**src/rtl/reg_read_stage.sv**
```systemverilog
// Register-read stage: drives RF read selects, tracks in-flight writes per register to
// stall RAW hazards, and issues into a one-entry valid/ready output register.
// Optional REG_READ_WB_FORWARD_EN lets a source being written back this cycle issue with wb_data.
module reg_read_stage #(
   parameter int DATA_W = 16,
   parameter int CNT_W  = 2
) (
   input  logic              clk,
   input  logic              rst,
   input  logic              flush,
   input  logic              in_valid,
   output logic              in_ready,
   input  logic [2:0]        in_rs,
   input  logic [2:0]        in_rt,
   input  logic [2:0]        in_rd,
   input  logic              in_use_rs,
   input  logic              in_use_rt,
   input  logic              in_writes,
   input  logic              in_lbi,
   input  logic              in_link,
   input  logic [DATA_W-1:0] in_imm,
   input  logic [DATA_W-1:0] in_pc,
   output logic [2:0]        rf_read1_sel,
   output logic [2:0]        rf_read2_sel,
   input  logic [DATA_W-1:0] rf_read1_data,
   input  logic [DATA_W-1:0] rf_read2_data,
   input  logic              wb_en,
   input  logic [2:0]        wb_reg,
   input  logic [DATA_W-1:0] wb_data,
   output logic              out_valid,
   input  logic              out_ready,
   output logic [DATA_W-1:0] out_rs_data,
   output logic [DATA_W-1:0] out_rt_data,
   output logic [2:0]        out_dest,
   output logic              out_writes,
   output logic [DATA_W-1:0] out_imm,
   output logic [DATA_W-1:0] out_pc,
   output logic              err
);
   localparam logic [CNT_W-1:0] CNT_MAX = '1;

   logic [CNT_W-1:0]  pend_q [8];
   logic [CNT_W-1:0]  pend_d [8];
   logic [CNT_W+1:0]  sum_v  [8];
   logic              out_valid_q;
   logic [DATA_W-1:0] out_rs_data_q;
   logic [DATA_W-1:0] out_rt_data_q;
   logic [2:0]        out_dest_q;
   logic              out_writes_q;
   logic [DATA_W-1:0] out_imm_q;
   logic [DATA_W-1:0] out_pc_q;
   logic              err_q;

   logic [2:0]        dest;
   logic              fwd_rs, fwd_rt;
   logic              haz_rs, haz_rt, haz_rd, hazard;
   logic              accept, err_set, flush_dec;
   logic [DATA_W-1:0] rs_data, rt_data;

   assign dest = in_link ? 3'd7 : (in_lbi ? in_rs : in_rd);

`ifdef REG_READ_WB_FORWARD_EN
   assign fwd_rs = wb_en & (wb_reg == in_rs) & (pend_q[in_rs] == CNT_W'(1));
   assign fwd_rt = wb_en & (wb_reg == in_rt) & (pend_q[in_rt] == CNT_W'(1));
`else
   logic wb_data_unused;
   assign wb_data_unused = ^wb_data;
   assign fwd_rs = 1'b0;
   assign fwd_rt = 1'b0;
`endif

   assign haz_rs = in_use_rs & (pend_q[in_rs] != '0) & ~fwd_rs;
   assign haz_rt = in_use_rt & (pend_q[in_rt] != '0) & ~fwd_rt;
   assign haz_rd = in_writes & (pend_q[dest] == CNT_MAX);
   assign hazard = haz_rs | haz_rt | haz_rd;

   // Valid/ready: an instruction transfers on any cycle with in_valid & in_ready; the output
   // entry transfers on out_valid & out_ready and holds unchanged while out_valid & ~out_ready.
   assign in_ready = ~rst & ~flush & ~hazard & (~out_valid_q | out_ready);
   assign accept   = in_valid & in_ready;

   assign rs_data   = fwd_rs ? wb_data : rf_read1_data;
   assign rt_data   = fwd_rt ? wb_data : rf_read2_data;
   assign err_set   = wb_en & (pend_q[wb_reg] == '0);
   assign flush_dec = flush & out_valid_q & out_writes_q;

   // A writeback to an idle register is ignored; flush and writeback on one register floor at 0.
   always_comb begin
      for (int i = 0; i < 8; i++) begin
         sum_v[i]  = {2'b00, pend_q[i]}
                   + (CNT_W+2)'(accept & in_writes & (dest == 3'(i)))
                   - (CNT_W+2)'(wb_en & ~err_set & (wb_reg == 3'(i)))
                   - (CNT_W+2)'(flush_dec & (out_dest_q == 3'(i)));
         pend_d[i] = sum_v[i][CNT_W+1] ? '0 : CNT_W'(sum_v[i]);
      end
   end

   always_ff @(posedge clk) begin
      if (rst) begin
         for (int i = 0; i < 8; i++) pend_q[i] <= '0;
         out_valid_q   <= 1'b0;
         out_rs_data_q <= '0;
         out_rt_data_q <= '0;
         out_dest_q    <= '0;
         out_writes_q  <= 1'b0;
         out_imm_q     <= '0;
         out_pc_q      <= '0;
         err_q         <= 1'b0;
      end else begin
         for (int i = 0; i < 8; i++) pend_q[i] <= pend_d[i];
         err_q <= err_q | err_set;
         if (accept) begin
            out_valid_q   <= 1'b1;
            out_rs_data_q <= rs_data;
            out_rt_data_q <= rt_data;
            out_dest_q    <= dest;
            out_writes_q  <= in_writes;
            out_imm_q     <= in_imm;
            out_pc_q      <= in_pc;
         end else if (flush | out_ready) begin
            out_valid_q   <= 1'b0;
         end
      end
   end

   assign rf_read1_sel = in_rs;
   assign rf_read2_sel = in_rt;
   assign out_valid    = out_valid_q;
   assign out_rs_data  = out_rs_data_q;
   assign out_rt_data  = out_rt_data_q;
   assign out_dest     = out_dest_q;
   assign out_writes   = out_writes_q;
   assign out_imm      = out_imm_q;
   assign out_pc       = out_pc_q;
   assign err          = err_q;
endmodule

```
**config.mk**
```make
export PLATFORM = sky130hd
export DESIGN_NAME = reg_read_stage
export DESIGN_NICKNAME = d
export VERILOG_FILES = /design/src/rtl/reg_read_stage.sv
export SDC_FILE = /design/constraint.sdc
export NUM_CORES = 1
export LEC_CHECK = 0
export CORE_ASPECT_RATIO = 1.5
export CORE_UTILIZATION = 35
export DETAILED_ROUTE_END_ITERATION = 10
export GPL_TIMING_DRIVEN = 0
export MAX_ROUTING_LAYER = met4
export PLACE_DENSITY = 0.67
export SETUP_SLACK_MARGIN = 0.4
export SLEW_MARGIN = 20
export SYNTH_ARGS = -nofsm -noshare
export SYNTH_HDL_FRONTEND = slang
export SYNTH_SLANG_ARGS = --single-unit
```
**constraint.sdc**
```tcl
create_clock -name clk -period 3.5 [get_ports clk]
set_input_delay 0.35 -clock clk [delete_from_list [all_inputs] [get_ports clk]]
set_output_delay 0.35 -clock clk [all_outputs]
set_load 0.05 [all_outputs]
```
== After elaboration in Yosys (flattened, before gate mapping) ==
Memory sizes are Yosys's and may differ from the RTL's.
Index checks and enable logic that the tools add are counted.
Cells by class
  eq/ne operators: 22
  reduce and logical (&&, ||, !) cells: 7
  add/sub/neg operators: 24
  bitwise operators: 54
  muxes and demuxes: 23
Operators by type and width (number)
  AND 4 x 1 -> 4 bit: 15
  == test 3 bit, second input constant: 12
  2-to-1 mux 2 bit: 16
  subtractor 4 x 1 -> 4 bit: 8
  adder 2 x 4 -> 4 bit: 7
  subtractor 4 bit: 7
  AND 1 bit: 20
  == test 3 x 2 -> 1 bit, second input constant: 6
  OR 1 bit: 13
  == test 3 x 1 -> 1 bit, second input constant: 3
  logical NOT 3 bit: 3
  2-to-1 mux 3 bit: 2
  nonzero test 2 bit: 3
  2-to-1 mux 1 bit: 5
  AND 1 x 4 -> 4 bit: 1
  inverter 1 bit: 4
  inverter 1 -> 4 bit: 1
  subtractor 3 x 4 -> 4 bit: 1
  adder 2 x 1 -> 3 bit: 1
  == test 2 bit, second input constant: 1
  logical NOT 2 bit: 1
Storage, ports and cells
  flip-flop bits (word level): 70
  memories: 1
  logic and storage cells: 139
  input bits: 103
  RAM bits: 16
  output and inout port bits: 77
Memory list
  pend_q: depth 8, bits a word 2, rd ports 12, clocked after Yosys merged registers in 0, wr ports 8, RTL line 42  | logic [CNT_W-1:0] pend_q [8];

== Longest topological paths before layout ==
An unclocked memory read counts as a cell.
  depth after elaboration: 17
  mapped depth: 16
  gate-level depth less buffers: 14

== Least setup slack after synthesis ==
OpenSTA, ideal clock, no wires.
  path kind: input-to-reg
  start: input port in_lbi
  end: memory pend_q[0][0]
  path slack: -101 ps
  arrival: 3486 ps
  required time: 3385 ps
  path buffers: 2
  stages: 14
  setup time: 115 ps
  cell sequence: buf_6 mux2_4 or2_4 a311oi_2 o22ai_2 buf_6 nor3_4 and3_1 fa_1 ha_1 ha_1 inv_1 a21oi_1 and2_1
RTL lines
  start, declared: RTL line 19  | input logic in_lbi,
  end, declared: RTL line 42

==> out/metrics.yaml <==
synth_area_per_cell_um2: 8.18
die-area_um2: 13200
n_antenna_cell: 0
drt_iter0_drc: 155
layout_commonest_cell: "clkdlybuf4s50_1"
use_met2: 0.416
place_inst: 860
tightestPinTransition_ps: 617
critical_path_class: "input pin to register"
rows: 50
finalHoldViolCount: 0
internal_power_mw: 1.81
grt_max_degree: 15
htreeDepth: 3
grt_antenna_before_repair: 0
port_buffers: 158
power_density_nw_per_um2: 368
drive_above_1_share: 0.144
synth_top_area_cell: "dfxtp_1"
yosysSeqAreaShare: 0.385
overflow: 0
start_util: 0.359
crit_path_start_kind: "input pin"
met3_usage: 0.0537
syn_inst: 546
core_area_um2: 12400
status: "finished clean"
pwr-share-clk: 0.380
min_path_type: "input pin to register"
syn_area_um2: 4470
p_comb_frac: 0.208
crit_buf_inv: 4
die_y_um: 140
crit_family: "adder cells"
irDropWorstVdd_uv: 306
placed_cell_area_um2: 6310
clockRootBuffer: "clkbuf_16"
synthArstFlopShare: 0
insertion_delay_ps: 340
power_mw: 2.51
nets: 859
via_count: 4671
cts-hold-fix-buffers: 0
wire_per_inst_um: 16.7
path_cells: "buf_12, mux2_4, or2_4, a311oi_4, o22ai_2, buf_6, nor3_4, buf_6, and3b_2, fa_2, ha_2, ha_2, inv_2, a21oi_2, and2_1"
switchingPower_mw: 0.705
cp_slowest_cell: "fa_2"
path_clk_slew_ps: 60
layout.cells.non_filler: 884
viasPerCell: 5.28
fin_crit_sh: 0.865
post_synth_num_cell_types: 47
cts_tree: "done"
dr.pass1.iters: 5
grt_pass1_wl_um: 23400
switching_share: 0.281
wl_um: 14800
cts_buffers: 9
synth_seq_cells: 86
post-route-util: 0.548
num-fill-cells: 1156
busiest_layer: "met2"
grtUsageTotal: 0.235
dp_hpwl_um: 11600
max_stage_delay_ps: 440
fmaxAchievable_ghz: 0.330
ys_warn_count: 0
rsz0062_at_grt: "true"
clock-sinks: 86
timing.slew.headroom: 0.589
ff_latch_area_um2: 1720
ios: 180
synth_area_leaders: "dfxtp_1, a21oi_1, nand3_1"
ant_nets: 0
synth_nets: 681
clock_path_buffers: 2
layout_common_cells: "clkdlybuf4s50_1, dfxtp_1, a21oi_1"
die_w_um: 94.3
worst_ep_arrival_time_ps: 3260
synth_top_flop_cell: "dfxtp_1"
drc: 0
cp.required_ps: 3730
crit_path_max_fanout: 9
synth_top_area_share: 0.385
clock-skew-final_ps: 12.3
setup_viol: 0
seq_power_share: 0.412
multiInputGateArea_um2: 2560
final_area_um2: 6830
grt_pass1_vias: 4751
grt_util_met1: 0.250
p_leak_nw: 2.55
syn2layout_area_growth_pct: 52.8
end_kind: "register"
fin_crit_ps: 3030
slew_violations: 0
drv_cap: 0
synth_edf_count: 0
fin_tns_setup_ps: 0
place.gp.congestion: 0.926
[flip-flops by register name, summed over array words and instances (netlist names)]
| signal | count |
|---|---|
| out_imm | 16 |
| out_pc | 16 |
| pend_q | 16 |
| out_valid | 1 |
| err | 1 |
| out_writes | 1 |
| out_dest | 3 |
| out_rt_data | 16 |
| out_rs_data | 16 |
[path summary, 6_finish.rpt]
| path | to | slack (ps) | depth (start not counted) | from |
|---|---|---|---|---|
| worst min register to register | out_pc[0] | 470 | 2 | out_pc[0] |
| worst max-delay path | pend_q[2][0] | 470 | 15 | in_lbi |
| worst min-delay path | out_dest[2] | 470 | 3 | in_lbi |
| worst max register to register | pend_q[2][1] | 540 | 12 | pend_q[0][0] |
[cell usage after synthesis (2+ instances only)]
| cell | n |
|---|---|
| clkbuf_1 | 27 |
| o32ai_1 | 2 |
| and3_1 | 6 |
| a21oi_1 | 81 |
| nand3_1 | 72 |
| fa_1 | 8 |
| o2111ai_1 | 2 |
| and3b_1 | 2 |
| nor2_1 | 18 |
| a211oi_1 | 5 |
| buf_2 | 11 |
| nand4b_1 | 2 |
| nor4b_1 | 2 |
| nor2b_1 | 6 |
| o211a_1 | 2 |
| inv_1 | 37 |
| nor4_1 | 3 |
| or2_2 | 2 |
| a31oi_1 | 3 |
| buf_4 | 7 |
| buf_6 | 4 |
| and2_1 | 18 |
| nand2_1 | 14 |
| nor3_1 | 7 |
| o21ai_0 | 69 |
| o211ai_1 | 2 |
| dfxtp_1 | 86 |
| nand2b_1 | 3 |
| ha_1 | 24 |
| nor3b_1 | 4 |
[power by group through the flow]
| stage | registers (mW) | logic, mW | clock network, mW |
|---|---|---|---|
| after floorplan | 1.15 | 0.184 | 0 |
| after global placement | 1.05 | 0.491 | 0 |
| after detailed placement | 1.06 | 0.497 | 0 |
| after CTS | 1.03 | 0.515 | 0.976 |
| after global routing | 1.04 | 0.558 | 1.03 |
| final | 1.03 | 0.522 | 0.954 |
[layer usage]
metal	vias to the layer above	part of all wire
met5	-	0
met4	0	0.027
met3	33	0.055
met2	171	0.53
met1	2196	0.38
li1	2271	-
[final cells by class]
class,count,area share
sequential,86,0.252
buffer,49,0.0389
tap,156,0.0286
timing repair buffer,167,0.241
clock inverter,5,0.00861
inverter,37,0.0203
multi-input combinational,374,0.375
clock buffer,10,0.0350
[tightest hold or removal path: stages]
cell,delay [ps]
buf_12,110
a211oi_4,80
a211oi_1,200
[cells by family (layout without fill, tap and decap cells)]
logic type | after synthesis | count (layout) | synth area share
buffers and inverters | 86 | 268 | 0.0879
DFF | 86 | 86 | 0.385
and+or+nand+nor | 165 | 165 | 0.200
muxes | 3 | 3 | 0.0106
adders and majority gates | 32 | 32 | 0.103
AOI/OAI and AO/OA | 174 | 174 | 0.213
[per-stage QoR]
stage          worst slack, ps  hold WS, ps
6_report                   471          466
3_3_place_gp              -431          460
2_1_floorplan            -12.1          491
3_5_place_dp              -486          465
4_1_cts                    413          474
5_1_grt                    392          469
[timing repair]
item                                    4_1_cts  5_1_grt
setup buffers                                 9        0
pin swaps                                    18       18
endpoints found under the setup margin       17       17
gates resized for setup                      30       25
Note: power is estimated with default switching activity, not from simulation.
